### src/rtl/adpcm_decode_sequencer.sv
`timescale 1ns/1ps
// ----------------------------------------------------------------------------
// adpcm_decode_sequencer
//   Byte-stream front end for an IMA ADPCM decoder. Each accepted byte is
//   split into two 4-bit codes. Each code is pushed through inverse_quantizer
//   together with the current step size and predictor, and the result is
//   presented on a valid/ready sample port. The block owns the decoder state:
//   predictor, step index and the 89-entry IMA step table.
//
// Ports
//   clk          clock, all state on rising edge
//   rst_n        asynchronous active-low reset
//   init_valid   block header present (init_sample / init_index)
//   init_ready   header can be accepted this cycle
//   init_sample  signed starting predictor
//   init_index   starting step index (clamped to INDEX_MAX on load)
//   in_valid     packed ADPCM byte present
//   in_ready     byte can be accepted this cycle
//   in_data      two packed 4-bit codes
//   out_valid    sample_out holds a decoded sample
//   out_ready    downstream accepts sample
//   sample_out   signed decoded PCM sample
//
// FSM states
//   state      | meaning
//   UNINIT     | no header seen since reset, only a header is accepted
//   IDLE       | waiting for a header or a byte (header wins)
//   DEC_FIRST  | decoding first nibble, result registered at end of cycle
//   OUT_FIRST  | first sample presented, waiting for out_ready
//   DEC_SECOND | decoding second nibble
//   OUT_SECOND | second sample presented, waiting for out_ready
// ----------------------------------------------------------------------------
module adpcm_decode_sequencer #(
    parameter int LOW_NIBBLE_FIRST = 1,
    parameter int INDEX_MAX        = 88
) (
    input  logic               clk,
    input  logic               rst_n,
    input  logic               init_valid,
    output logic               init_ready,
    input  logic signed [15:0] init_sample,
    input  logic [6:0]         init_index,
    input  logic               in_valid,
    output logic               in_ready,
    input  logic [7:0]         in_data,
    output logic               out_valid,
    input  logic               out_ready,
    output logic signed [15:0] sample_out
);

    typedef enum logic [2:0] {
        UNINIT     = 3'd0,
        IDLE       = 3'd1,
        DEC_FIRST  = 3'd2,
        OUT_FIRST  = 3'd3,
        DEC_SECOND = 3'd4,
        OUT_SECOND = 3'd5
    } state_t;

    state_t             state;
    state_t             state_next;
    logic signed [15:0] predictor;
    logic [6:0]         step_index;
    logic [7:0]         byte_reg;

    logic               use_low;
    logic [3:0]         code;
    logic [15:0]        step;
    logic signed [15:0] iq_sample;
    logic signed [7:0]  adj;
    logic signed [7:0]  idx_sum;
    logic [6:0]         index_next;
    logic [6:0]         init_index_clamped;
    logic               header_take;
    logic               byte_take;

    // ---------------- state register ----------------
    always_ff @(posedge clk or negedge rst_n) begin
        if (!rst_n) begin
            state <= UNINIT;
        end else begin
            state <= state_next;
        end
    end

    // ---------------- next-state logic ----------------
    always_comb begin
        state_next = state;
        case (state)
            UNINIT:     if (init_valid) state_next = IDLE;
            IDLE:       if (!init_valid && in_valid) state_next = DEC_FIRST;
            DEC_FIRST:  state_next = OUT_FIRST;
            OUT_FIRST:  if (out_ready) state_next = DEC_SECOND;
            DEC_SECOND: state_next = OUT_SECOND;
            OUT_SECOND: if (out_ready) state_next = IDLE;
            default:    state_next = UNINIT;
        endcase
    end

    // ---------------- output / control decode ----------------
    always_comb begin
        init_ready = 1'b0;
        in_ready   = 1'b0;
        case (state)
            UNINIT: init_ready = 1'b1;
            IDLE: begin
                init_ready = 1'b1;
                in_ready   = 1'b1;
            end
            default: ;
        endcase
        // The nibble order flips between first and second decode; the
        // parameter picks which half of the byte goes first.
        use_low = (state == DEC_SECOND) ^ (LOW_NIBBLE_FIRST != 0);
    end

    assign header_take = init_valid & init_ready;
    // A header in the same cycle blocks the byte so only one thing loads.
    assign byte_take   = in_valid & in_ready & ~init_valid;
    assign code        = use_low ? byte_reg[3:0] : byte_reg[7:4];

    assign init_index_clamped = (init_index > 7'(INDEX_MAX)) ? 7'(INDEX_MAX) : init_index;

    // ---------------- index adaptation ----------------
    always_comb begin
        case (code[2:0])
            3'd4:    adj = 8'sd2;
            3'd5:    adj = 8'sd4;
            3'd6:    adj = 8'sd6;
            3'd7:    adj = 8'sd8;
            default: adj = -8'sd1;
        endcase
        idx_sum = $signed({1'b0, step_index}) + adj;
        if (idx_sum < 8'sd0) begin
            index_next = 7'd0;
        end else if (idx_sum > $signed(8'(INDEX_MAX))) begin
            index_next = 7'(INDEX_MAX);
        end else begin
            index_next = idx_sum[6:0];
        end
    end

    // ---------------- IMA step table ----------------
    always_comb begin
        case (step_index)
            7'd0:  step = 16'd7;     7'd1:  step = 16'd8;     7'd2:  step = 16'd9;
            7'd3:  step = 16'd10;    7'd4:  step = 16'd11;    7'd5:  step = 16'd12;
            7'd6:  step = 16'd13;    7'd7:  step = 16'd14;    7'd8:  step = 16'd16;
            7'd9:  step = 16'd17;    7'd10: step = 16'd19;    7'd11: step = 16'd21;
            7'd12: step = 16'd23;    7'd13: step = 16'd25;    7'd14: step = 16'd28;
            7'd15: step = 16'd31;    7'd16: step = 16'd34;    7'd17: step = 16'd37;
            7'd18: step = 16'd41;    7'd19: step = 16'd45;    7'd20: step = 16'd50;
            7'd21: step = 16'd55;    7'd22: step = 16'd60;    7'd23: step = 16'd66;
            7'd24: step = 16'd73;    7'd25: step = 16'd80;    7'd26: step = 16'd88;
            7'd27: step = 16'd97;    7'd28: step = 16'd107;   7'd29: step = 16'd118;
            7'd30: step = 16'd130;   7'd31: step = 16'd143;   7'd32: step = 16'd157;
            7'd33: step = 16'd173;   7'd34: step = 16'd190;   7'd35: step = 16'd209;
            7'd36: step = 16'd230;   7'd37: step = 16'd253;   7'd38: step = 16'd279;
            7'd39: step = 16'd307;   7'd40: step = 16'd337;   7'd41: step = 16'd371;
            7'd42: step = 16'd408;   7'd43: step = 16'd449;   7'd44: step = 16'd494;
            7'd45: step = 16'd544;   7'd46: step = 16'd598;   7'd47: step = 16'd658;
            7'd48: step = 16'd724;   7'd49: step = 16'd796;   7'd50: step = 16'd876;
            7'd51: step = 16'd963;   7'd52: step = 16'd1060;  7'd53: step = 16'd1166;
            7'd54: step = 16'd1282;  7'd55: step = 16'd1411;  7'd56: step = 16'd1552;
            7'd57: step = 16'd1707;  7'd58: step = 16'd1878;  7'd59: step = 16'd2066;
            7'd60: step = 16'd2272;  7'd61: step = 16'd2499;  7'd62: step = 16'd2749;
            7'd63: step = 16'd3024;  7'd64: step = 16'd3327;  7'd65: step = 16'd3660;
            7'd66: step = 16'd4026;  7'd67: step = 16'd4428;  7'd68: step = 16'd4871;
            7'd69: step = 16'd5358;  7'd70: step = 16'd5894;  7'd71: step = 16'd6484;
            7'd72: step = 16'd7132;  7'd73: step = 16'd7845;  7'd74: step = 16'd8630;
            7'd75: step = 16'd9493;  7'd76: step = 16'd10442; 7'd77: step = 16'd11487;
            7'd78: step = 16'd12635; 7'd79: step = 16'd13899; 7'd80: step = 16'd15289;
            7'd81: step = 16'd16818; 7'd82: step = 16'd18500; 7'd83: step = 16'd20350;
            7'd84: step = 16'd22385; 7'd85: step = 16'd24623; 7'd86: step = 16'd27086;
            7'd87: step = 16'd29794;
            default: step = 16'd32767;
        endcase
    end

    inverse_quantizer u_iq (
        .code   (code),
        .step   (step),
        .prev   (predictor),
        .sample (iq_sample)
    );

    // ---------------- datapath registers ----------------
    always_ff @(posedge clk or negedge rst_n) begin
        if (!rst_n) begin
            predictor  <= '0;
            step_index <= '0;
            byte_reg   <= '0;
            out_valid  <= 1'b0;
            sample_out <= '0;
        end else begin
            if (header_take) begin
                predictor  <= init_sample;
                step_index <= init_index_clamped;
            end
            if (byte_take) begin
                byte_reg <= in_data;
            end
            if (state == DEC_FIRST || state == DEC_SECOND) begin
                predictor  <= iq_sample;
                sample_out <= iq_sample;
                step_index <= index_next;
                out_valid  <= 1'b1;
            end
            if ((state == OUT_FIRST || state == OUT_SECOND) && out_ready) begin
                out_valid <= 1'b0;
            end
        end
    end

endmodule

// ----------------------------------------------------------------------------
// inverse_quantizer
//   IMA ADPCM reconstruction: diff = step/8 + step*code[2] + step/2*code[1]
//   + step/4*code[0], added to or subtracted from prev (code[3] = sign),
//   saturated to the signed 16-bit range.
//
// Ports
//   code    4-bit ADPCM code
//   step    current step size
//   prev    previous sample (predictor)
//   sample  reconstructed, saturated sample
// ----------------------------------------------------------------------------
module inverse_quantizer (
    input  logic [3:0]         code,
    input  logic [15:0]        step,
    input  logic signed [15:0] prev,
    output logic signed [15:0] sample
);

    logic [16:0]        diff;
    logic signed [17:0] sum;

    always_comb begin
        diff = 17'(step >> 3);
        if (code[2]) diff = diff + 17'(step);
        if (code[1]) diff = diff + 17'(step >> 1);
        if (code[0]) diff = diff + 17'(step >> 2);
        if (code[3]) begin
            sum = $signed({{2{prev[15]}}, prev}) - $signed({1'b0, diff});
        end else begin
            sum = $signed({{2{prev[15]}}, prev}) + $signed({1'b0, diff});
        end
        if (sum > 18'sd32767) begin
            sample = 16'sh7fff;
        end else if (sum < -18'sd32768) begin
            sample = 16'sh8000;
        end else begin
            sample = sum[15:0];
        end
    end

endmodule

### config.mk
export PLATFORM = sky130hd
export DESIGN_NAME = adpcm_decode_sequencer
export DESIGN_NICKNAME = d
export VERILOG_FILES = /design/src/rtl/adpcm_decode_sequencer.sv
export SDC_FILE = /design/constraint.sdc
export NUM_CORES = 1
export LEC_CHECK = 0
export BUFFER_PORTS_ARGS = -buffer_cell sky130_fd_sc_hd__buf_4
export CORE_ASPECT_RATIO = 0.8
export CORE_UTILIZATION = 40
export CTS_BUF_LIST = sky130_fd_sc_hd__clkbuf_4
export DETAILED_ROUTE_END_ITERATION = 10
export GPL_ROUTABILITY_DRIVEN = 0
export PLACE_DENSITY_LB_ADDON = 0.05
export SYNTH_ARGS = -nofsm -noshare
export SYNTH_HDL_FRONTEND = slang
export SYNTH_HIERARCHICAL = 1
export SYNTH_SLANG_ARGS = --single-unit
### constraint.sdc
create_clock -name clk -period 21.4 [get_ports clk]
set_input_delay 1.07 -clock clk [delete_from_list [all_inputs] [get_ports clk]]
set_output_delay 1.07 -clock clk [all_outputs]
set_load 0.005 [all_outputs]
==> metrics.md, run 1 <==
| Metric | Value |
|---|---|
| Status | complete, no violations |
| Final wirelength | 25100 um |
| Initial antenna violation count | 0 |
| DIE AREA | 22700 um2 |
| Yosys cell types | 98 |
| Sum Neg Setup Slack | 0 ns |
| Synth async-reset ratio | 100% |
| Multi-input logic area | 7150 um2 |
| Post-synthesis sequential area ratio | 14.4% |
| CTS clk-pin slew, worst paths | 0.15 ns |
| Worst path slowest cell | or4_1 |
| CTS resizes | 0 |
| Slew @ Worst Pin | 0.872 ns |
| Fmax achieved | 90.4 MHz |
| Syn Inst Count | 1181 |
| Clock Sinks | 51 |
| Proportion of synthesized area in mux cells | 6.60% |
| First-pass GRT wire length | 41500 um |
| Num CTS Buffers | 5 |
| Reg area | 1280 um2 |
| Number of port buffers | 54 |
| Number of max-cap violations | 0 |
| GRT overflow | 0 |
| Drt wl/cell | 17.0 um |
| Most used cell, CP | ha_1 |
| Area leader, netlist | dfrtp_1 |
| Placed Cells | 1467 |
| Fin cells | 1475 |
| Ports | 55 |
| CTS tree | built |
| Via density | 5.89 |
| Final worst slack | 10.34 ns |
| Crit share post-route | 51.7% |
| Area growth, synth to finish | 7.41% |
| Worst Hold Class | flip-flop to flip-flop |
| Worst endpoint required time | 21.66 ns |
| WP data arrival | 11.33 ns |
| Final setup viols | 0 |
| Worst-path fanout max | 58 |
| Root buffer cell | clkbuf_4 |
| Max-slew violations | 0 |
| RSZ-0062 raised after global routing | false |
| FF+latch count, synth | 51 |
| Post-synth EDFFs | 0 |
| Minimum clock period | 11.06 ns |
| Height of the die | 135 um |
| Count of final hold-check violations | 0 |
| Share of cells above drive strength 1 | 11.9% |
| H-tree levels | 2 |
| Core region area | 21600 um2 |
| Detailed router's first-iteration violation count | 651 |
| Later-pin clock latency in the skew report | 0.38 ns |
| Starting Density | 40.9% |
| Layout fillers | 2223 |
| XOR/XNOR share of the synthesized area | 6.39% |
| Synth area leaders | dfrtp_1 14%, ha_1 13%, nand2_1 5.8% |
| CP max stage delay | 0.70 ns |
| Post-CTS Setup Inserts | 0 |
| CTS max path bufs | 2 |
| Via count | 8687 |
| DRC Markers | 0 |
| Hpwl dp | 19100 um |
| Mean Syn Cell Area | 7.50 um2 |
| Die X | 168 um |
| Standard-cell row count | 48 |
| WS Path Type | flip-flop to flip-flop |
| Synth Cell Area | 8850 um2 |
| Hold_buf cts | 0 |
| Max_slew headroom | 41.9% |
| Crit path launch type | flip-flop |
| Leading cell types in the layout, fill and taps excluded | 137 x nand2_1, 100 x o21ai_0, 95 x nor2_1, 89 x ha_1, 86 x a21oi_1 |
| Final ANT Viol Nets | 0 |
| Yosys top cell area share | 14.4% |
| Fin nets | 1329 |
| Post-synthesis simple-gate area fraction | 22.6% |
| Crit. End Element | flip-flop |
| Main combinational cell family by area after synthesis | compound AO/OA/AOI/OAI gates |
| Main synth FF type | dfrtp_1 |
| Place WS | 10.48 ns |
| Total GRT Usage | 22.3% |
| Adder-cell area share of the yosys netlist | 13.7% |
| Largest net degree at the start of global routing | 66 |
| Most common cell after layout, fill and taps aside | nand2_1 |
| Synth warn | 6 |
| Antenna Cells | 0 |
| Vias in the first global route | 7922 |
| Post-synthesis compound-gate area fraction | 31.2% |
| Detailed-router iteration count before antenna repair | 5 |
| Worst clock skew | 0.0176 ns |
per-layer routing:
| metal | routed length (um) | track usage (%) | up-vias |
|---|---|---|---|
| li1 | - | - | 4422 |
| met1 | 13500 | 34.8 | 4007 |
| met2 | 10200 | 33.4 | 244 |
| met3 | 1260 | 1.85 | 14 |
| met4 | 200 | 3.18 | 0 |
| met5 | 0 | 0 | - |
cell usage after synthesis, types with 12 or more instances:
cell type and number:
buf_2 18, mux2_2 24, o31ai_1 12, mux2i_1 30
xnor2_1 30, inv_1 43, a21oi_1 86, nand2b_1 21
a211oi_1 27, nand2_1 137, a31oi_1 18, o21ai_0 100
nand3_1 35, nor2_1 95, dfrtp_1 51, xor2_1 29
o211ai_1 18, clkbuf_1 33, nor2b_1 19, a21o_1 16
o21a_1 13, ha_1 89, nor3_1 20
metrics by stage:
stage,util [%],area (um2),hold WS (ns)
after detailed placement,43.7,9450,0.464
after global routing,44.0,9510,0.529
final,44.0,9510,0.500
after CTS,44.0,9510,0.508
after global placement,43.7,9450,0.472
after floorplan,-,8870,0.467
area by class of cell:
cell class / instances / share of cell area, %
Clock buffer: 6 / 0.474
Multi-Input combinational cell: 1027 / 75.2
Sequential cell: 51 / 13.4
Inverter: 47 / 1.86
Timing Repair Buffer: 67 / 5.29
Clock inverter: 2 / 0.132
Tap cell: 275 / 3.62
critical path: cells and delay by family (launching register included):
kind / cells / cell delay [ns]
AOI/OAI and AO/OA: 15 / 3.70
muxes: 1 / 0.32
xor gates and xnor gates: 3 / 0.47
buffers and inverters: 3 / 1.06
and+or+nand+nor: 13 / 2.77
adders and majority gates: 6 / 2.27
DFF: 1 / 0.35
worst paths after layout:
path	slack (ns)	depth (start not counted)	startpoint	endpoint
max	10.34	41	step_index[2]	predictor[6]
min	0.50	2	sample_out[14]	sample_out[14]
max reg2reg	10.34	41	step_index[2]	predictor[6]
min reg2reg	0.50	2	sample_out[14]	sample_out[14]
max in group asynchronous	20.22	1	rst_n	step_index[4]
min in group asynchronous	0.70	1	rst_n	sample_out[12]
kinds of logic after synthesis:
| family | Yosys count |
|---|---|
| other | 1 |
| DFF | 51 |
| adders and majority gates | 94 |
| xor gates and xnor gates | 62 |
| AOI/OAI and AO/OA | 407 |
| and+or+nand+nor | 403 |
| muxes | 55 |
| buffers and inverters | 108 |
Power of run 1 is left out: the tool's default activity adds up to more than one toggle a clock period on the data nets, which glitch-free logic cannot reach.
==> run 2: changes to the inputs <==
clock period = 9.4 ns   (was 21.4 ns; I/O delays follow)
==> run 2 against run 1 <==
Compared with the run above: die area unchanged; hold slack worse by 0.40 ns; final cell count is 11% higher; non-clock buffer count up 168; routed wire length increased by 10%; worst setup slack worse by 10 ns; register-to-register slack got worse by 10 ns; fmax up 22%; critical path depth is 4 higher; global-route usage rose by 1.1 points; flip-flop and latch count unchanged; count of clock-buffer cells in the layout unchanged; critical endpoint is now predictor[11].
==> metrics.md, run 2 (synthesized netlist as in run 1, its figures left out) <==
| Metric | Value |
|---|---|
| DRC Markers | 0 |
| Standard-cell row count | 48 |
| Most common cell after layout, fill and taps aside | buf_4 |
| WP data arrival | 9.31 ns |
| Initial antenna violation count | 0 |
| Minimum clock period | 9.06 ns |
| Fmax achieved | 110 MHz |
| Final wirelength | 27600 um |
| CTS tree | built |
| Leading cell types in the layout, fill and taps excluded | 221 x buf_4, 137 x nand2_1, 92 x nor2_1, 83 x o21ai_0, 78 x a21oi_1 |
| Vias in the first global route | 8375 |
| H-tree levels | 2 |
| Later-pin clock latency in the skew report | 0.38 ns |
| First-pass GRT wire length | 43500 um |
| Slew @ Worst Pin | 0.937 ns |
| Worst path bufs/invs | 5 |
| Worst endpoint required time | 9.66 ns |
| Hold_buf cts | 0 |
| Worst path slowest cell | or4_4 |
| Hpwl dp | 20700 um |
| Total GRT Usage | 23.4% |
| CP max stage delay | 0.51 ns |
| Worst R2R Start | step_index[2] |
| Die X | 168 um |
| GRT overflow | 0 |
| Count of final hold-check violations | 0 |
| Largest net degree at the start of global routing | 58 |
| Starting Density | 40.9% |
| CP startpoint | step_index[2] |
| Detailed router's first-iteration violation count | 1067 |
| Worst-path fanout max | 57 |
| Dpl cell area | 10600 um2 |
| Clock Sinks | 51 |
| Crit path depth | 45 |
| Drt wl/cell | 16.8 um |
| CP delay by family, top | compound AO/OA/AOI/OAI gates |
| Detailed-router iteration count before antenna repair | 5 |
| Area growth, synth to finish | 28.5% |
| Height of the die | 135 um |
| Fin nets | 1498 |
| R2R cell count | 45 |
| Via density | 5.70 |
| Status | complete, no violations |
| Num CTS Buffers | 5 |
| Crit share post-route | 96.4% |
| Share of cells above drive strength 1 | 28.2% |
| Via count | 9373 |
| DIE AREA | 22700 um2 |
| Max-slew violations | 0 |
| Root buffer cell | clkbuf_4 |
| Crit. End Element | flip-flop |
| Max_slew headroom | 37.4% |
| Core region area | 21600 um2 |
| Worst clock skew | 0.0266 ns |
| Layout fillers | 2164 |
| Multi-input logic area | 7630 um2 |
| CTS max path bufs | 2 |
| Crit path launch type | flip-flop |
| Final ANT Viol Nets | 0 |
| Reg area | 1280 um2 |
| CTS clk-pin slew, worst paths | 0.16 ns |
| Number of max-cap violations | 0 |
| Number of port buffers | 54 |
| Hold WS | 0.102 ns |
| Ports | 55 |
| WS Path Type | flip-flop to flip-flop |
| Worst Hold Class | input port to asynchronous set/reset pin |
| Final setup viols | 0 |
| Antenna Cells | 0 |
| Final instance area | 11400 um2 |
## run 2: changes by cell type in the layout (fill, tap and decap cells not counted), sizes merged
| cell | delta |
|---|---|
| clkinvlp | +2 |
| clkinv | -2 |
| buf | +168 |
| bufinv | +1 |
| inv | -1 |
## run 2: layer usage
layer,wire [um],global-route usage (%),vias up
met5,0,0,-
met4,301,3.54,0
met3,1530,2.02,32
met2,11300,34.9,267
met1,14500,36.6,4322
li1,-,-,4752
## run 2: stage by stage
step | util [%] | std cells | setup TNS [ns] | worst slack (ns)
2_1_floorplan | - | 1186 | 0 | 0.00718
3_3_place_gp | 49.0 | 1610 | 0 | 0.0355
3_5_place_dp | 49.0 | 1610 | -0.00370 | -0.00370
4_1_cts | 49.4 | 1617 | 0 | 0.0130
5_1_grt | 52.6 | 1643 | -2.48 | -0.123
6_report | 52.6 | 1643 | 0 | 0.342
## run 2: path summary, 6_finish.rpt
check	end	slack [ns]
setup / recovery	predictor[11]	0.34
setup reg to reg	predictor[11]	0.34
hold reg to reg	sample_out[1]	0.50
min in group clk	step_index[1]	0.30
hold / removal	predictor[3]	0.10
max in group asynchronous	step_index[3]	8.81
## run 2: timing repair
item,CTS,global route
resized for setup,3,120
setup buffers,0,24
gates cloned,0,2
endpoints found under the setup margin,30,32
pin swaps,0,56
## run 2: cell type report
cell class              count  share of cell area [%]
flip-flops and latches     51                    11.3
multi-input cells        1027                    67.1
repair inverters            1                  0.0660
inverters                  47                    1.62
well taps                 275                    3.03
clock inverters             1                   0.264
repair buffers            235                    16.3
clock buffers               6                   0.396
Power of run 2 is left out for the same reason.
==> run 3: changes to the inputs <==
clock period = 8.4 ns   (was 9.4 ns; I/O delays follow)
==> run 3 against run 2 <==
Compared with the run above: the flow now finishes with violations (negative setup slack); register-to-register slack worse by 0.84 ns; flip-flop and latch count unchanged; via count up 6.9%; routed wire length up 5.9%; non-clock buffer count up 152; final cell count up 9.3%.
==> metrics.md, run 3 (synthesized netlist as in run 1, its figures left out) <==
| Metric | Value |
|---|---|
| Via count | 10000 |
| GRT overflow | 0 |
| CTS tree | built |
| Fin nets | 1650 |
| Fin cells | 1796 |
| Status | finished with violations |
| Initial antenna violation count | 1 |
| Largest net degree at the start of global routing | 52 |
| Worst clock skew | 0.0160 ns |
| CTS clk-pin slew, worst paths | 0.15 ns |
| Number of port buffers | 54 |
| Root buffer cell | clkbuf_4 |
| First-pass GRT wire length | 47500 um |
| WS Path Type | flip-flop to flip-flop |
| Clock Sinks | 51 |
| Number of max-cap violations | 0 |
| Final ANT Viol Nets | 0 |
| Height of the die | 135 um |
| Crit share post-route | 106% |
| Final worst slack | -0.496 ns |
| Slew @ Worst Pin | 0.929 ns |
| Drt wl/cell | 16.3 um |
| WP data arrival | 9.15 ns |
| Hpwl dp | 22800 um |
| Worst endpoint required time | 8.66 ns |
| R2R cell count | 45 |
| Max_slew headroom | 37.9% |
| Ports | 55 |
| Total GRT Usage | 25.5% |
| Most used cell, CP | buf_4 |
| Crit path launch type | flip-flop |
| Placed Cells | 1749 |
| Num CTS Buffers | 5 |
| Most common cell after layout, fill and taps aside | buf_4 |
| CP max stage delay | 0.49 ns |
| Fmax achieved | 112 MHz |
| Max-slew violations | 0 |
| Final setup viols | 30 |
| Later-pin clock latency in the skew report | 0.39 ns |
| Starting Density | 40.9% |
| Via density | 5.58 |
| Die X | 168 um |
| DRC Markers | 0 |
| Leading cell types in the layout, fill and taps excluded | 369 x buf_4, 134 x nand2_1, 88 x nor2_1, 72 x a21oi_1, 67 x o21ai_0 |
| Sum Neg Setup Slack | -13.48 ns |
| Worst path slowest cell | o41a_1 |
| Hold_buf cts | 0 |
| Layout fillers | 2024 |
| Worst Hold Class | input port to asynchronous set/reset pin |
| Worst-path fanout max | 8 |
| Core region area | 21600 um2 |
| Final wirelength | 29300 um |
| Standard-cell row count | 48 |
| CTS max path bufs | 2 |
| RSZ-0062 raised after global routing | true |
| Detailed router's first-iteration violation count | 619 |
| Crit. End Element | flip-flop |
| Count of final hold-check violations | 0 |
| Vias in the first global route | 9357 |
| Share of cells above drive strength 1 | 37.8% |
| Detailed-router iteration count before antenna repair | 5 |
| DIE AREA | 22700 um2 |
| H-tree levels | 2 |
| Failing checks | negative setup slack |
| Area growth, synth to finish | 44.5% |
| Minimum clock period | 8.90 ns |
run 3: layout make-up:
type | count | area (um2) | area share, %
repair buffers | 387 | 3030 | 23.7
well taps | 275 | 344 | 2.69
clock inverters | 2 | 37.5 | 0.293
clock buffers | 5 | 37.5 | 0.293
flip-flops and latches | 51 | 1280 | 10.0
diodes | 1 | 2.50 | 0.0196
inverters | 47 | 195 | 1.53
multi-input cells | 1028 | 7870 | 61.5
run 3: path summary, 6_finish.rpt:
check	startpoint	end	slack, ns
min in group clk	in_data[4]	byte_reg[4]	0.25
worst max register to register	step_index[1]	predictor[5]	-0.50
worst min register to register	sample_out[3]	sample_out[3]	0.50
worst min-delay path	rst_n	sample_out[13]	0.04
max in group asynchronous	rst_n	step_index[1]	7.86
worst max-delay path	step_index[1]	predictor[5]	-0.50
run 3: what timing repair did:
item | CTS | global route
setup endpoints to repair | 32 | 32
pin swaps | 34 | 45
buffers inserted | 20 | 18
resized for setup | 55 | 77
gates cloned | 1 | 0
run 3: critical path: cells and delay by family, from the launching register on:
| family | cells | cell delay (ns) |
|---|---|---|
| buf+inv | 6 | 0.89 |
| flops | 1 | 0.47 |
| simple gates | 10 | 1.52 |
| mux | 1 | 0.29 |
| compound gates | 19 | 3.63 |
| fa+ha+maj | 5 | 1.38 |
| xor+xnor | 4 | 0.59 |
run 3: routing by layer:
metal / GRT usage (%) / part of all wire [%] / vias to the layer above / wire length, um
met5: 0 / 0 / - / 0
met4: 3.08 / 0.56 / 0 / 164
met3: 2.84 / 4.5 / 18 / 1320
met2: 39.0 / 42 / 232 / 12300
met1: 39.0 / 53 / 4701 / 15500
li1: - / - / 5067 / -
run 3: stage by stage:
step / utilization (%) / cell area [um2] / worst slack (ns) / hold slack [ns]
CTS: 56.9 / 12300 / -0.485 / 0.0654
finish: 59.2 / 12800 / -0.496 / 0.0367
global placement: 54.8 / 11800 / -0.932 / 0.474
detailed placement: 54.8 / 11800 / -1.00 / 0.464
floorplan: - / 9140 / -0.556 / 0.124
global route: 59.2 / 12800 / -0.957 / 0.0831
Power of run 3 is left out for the same reason.
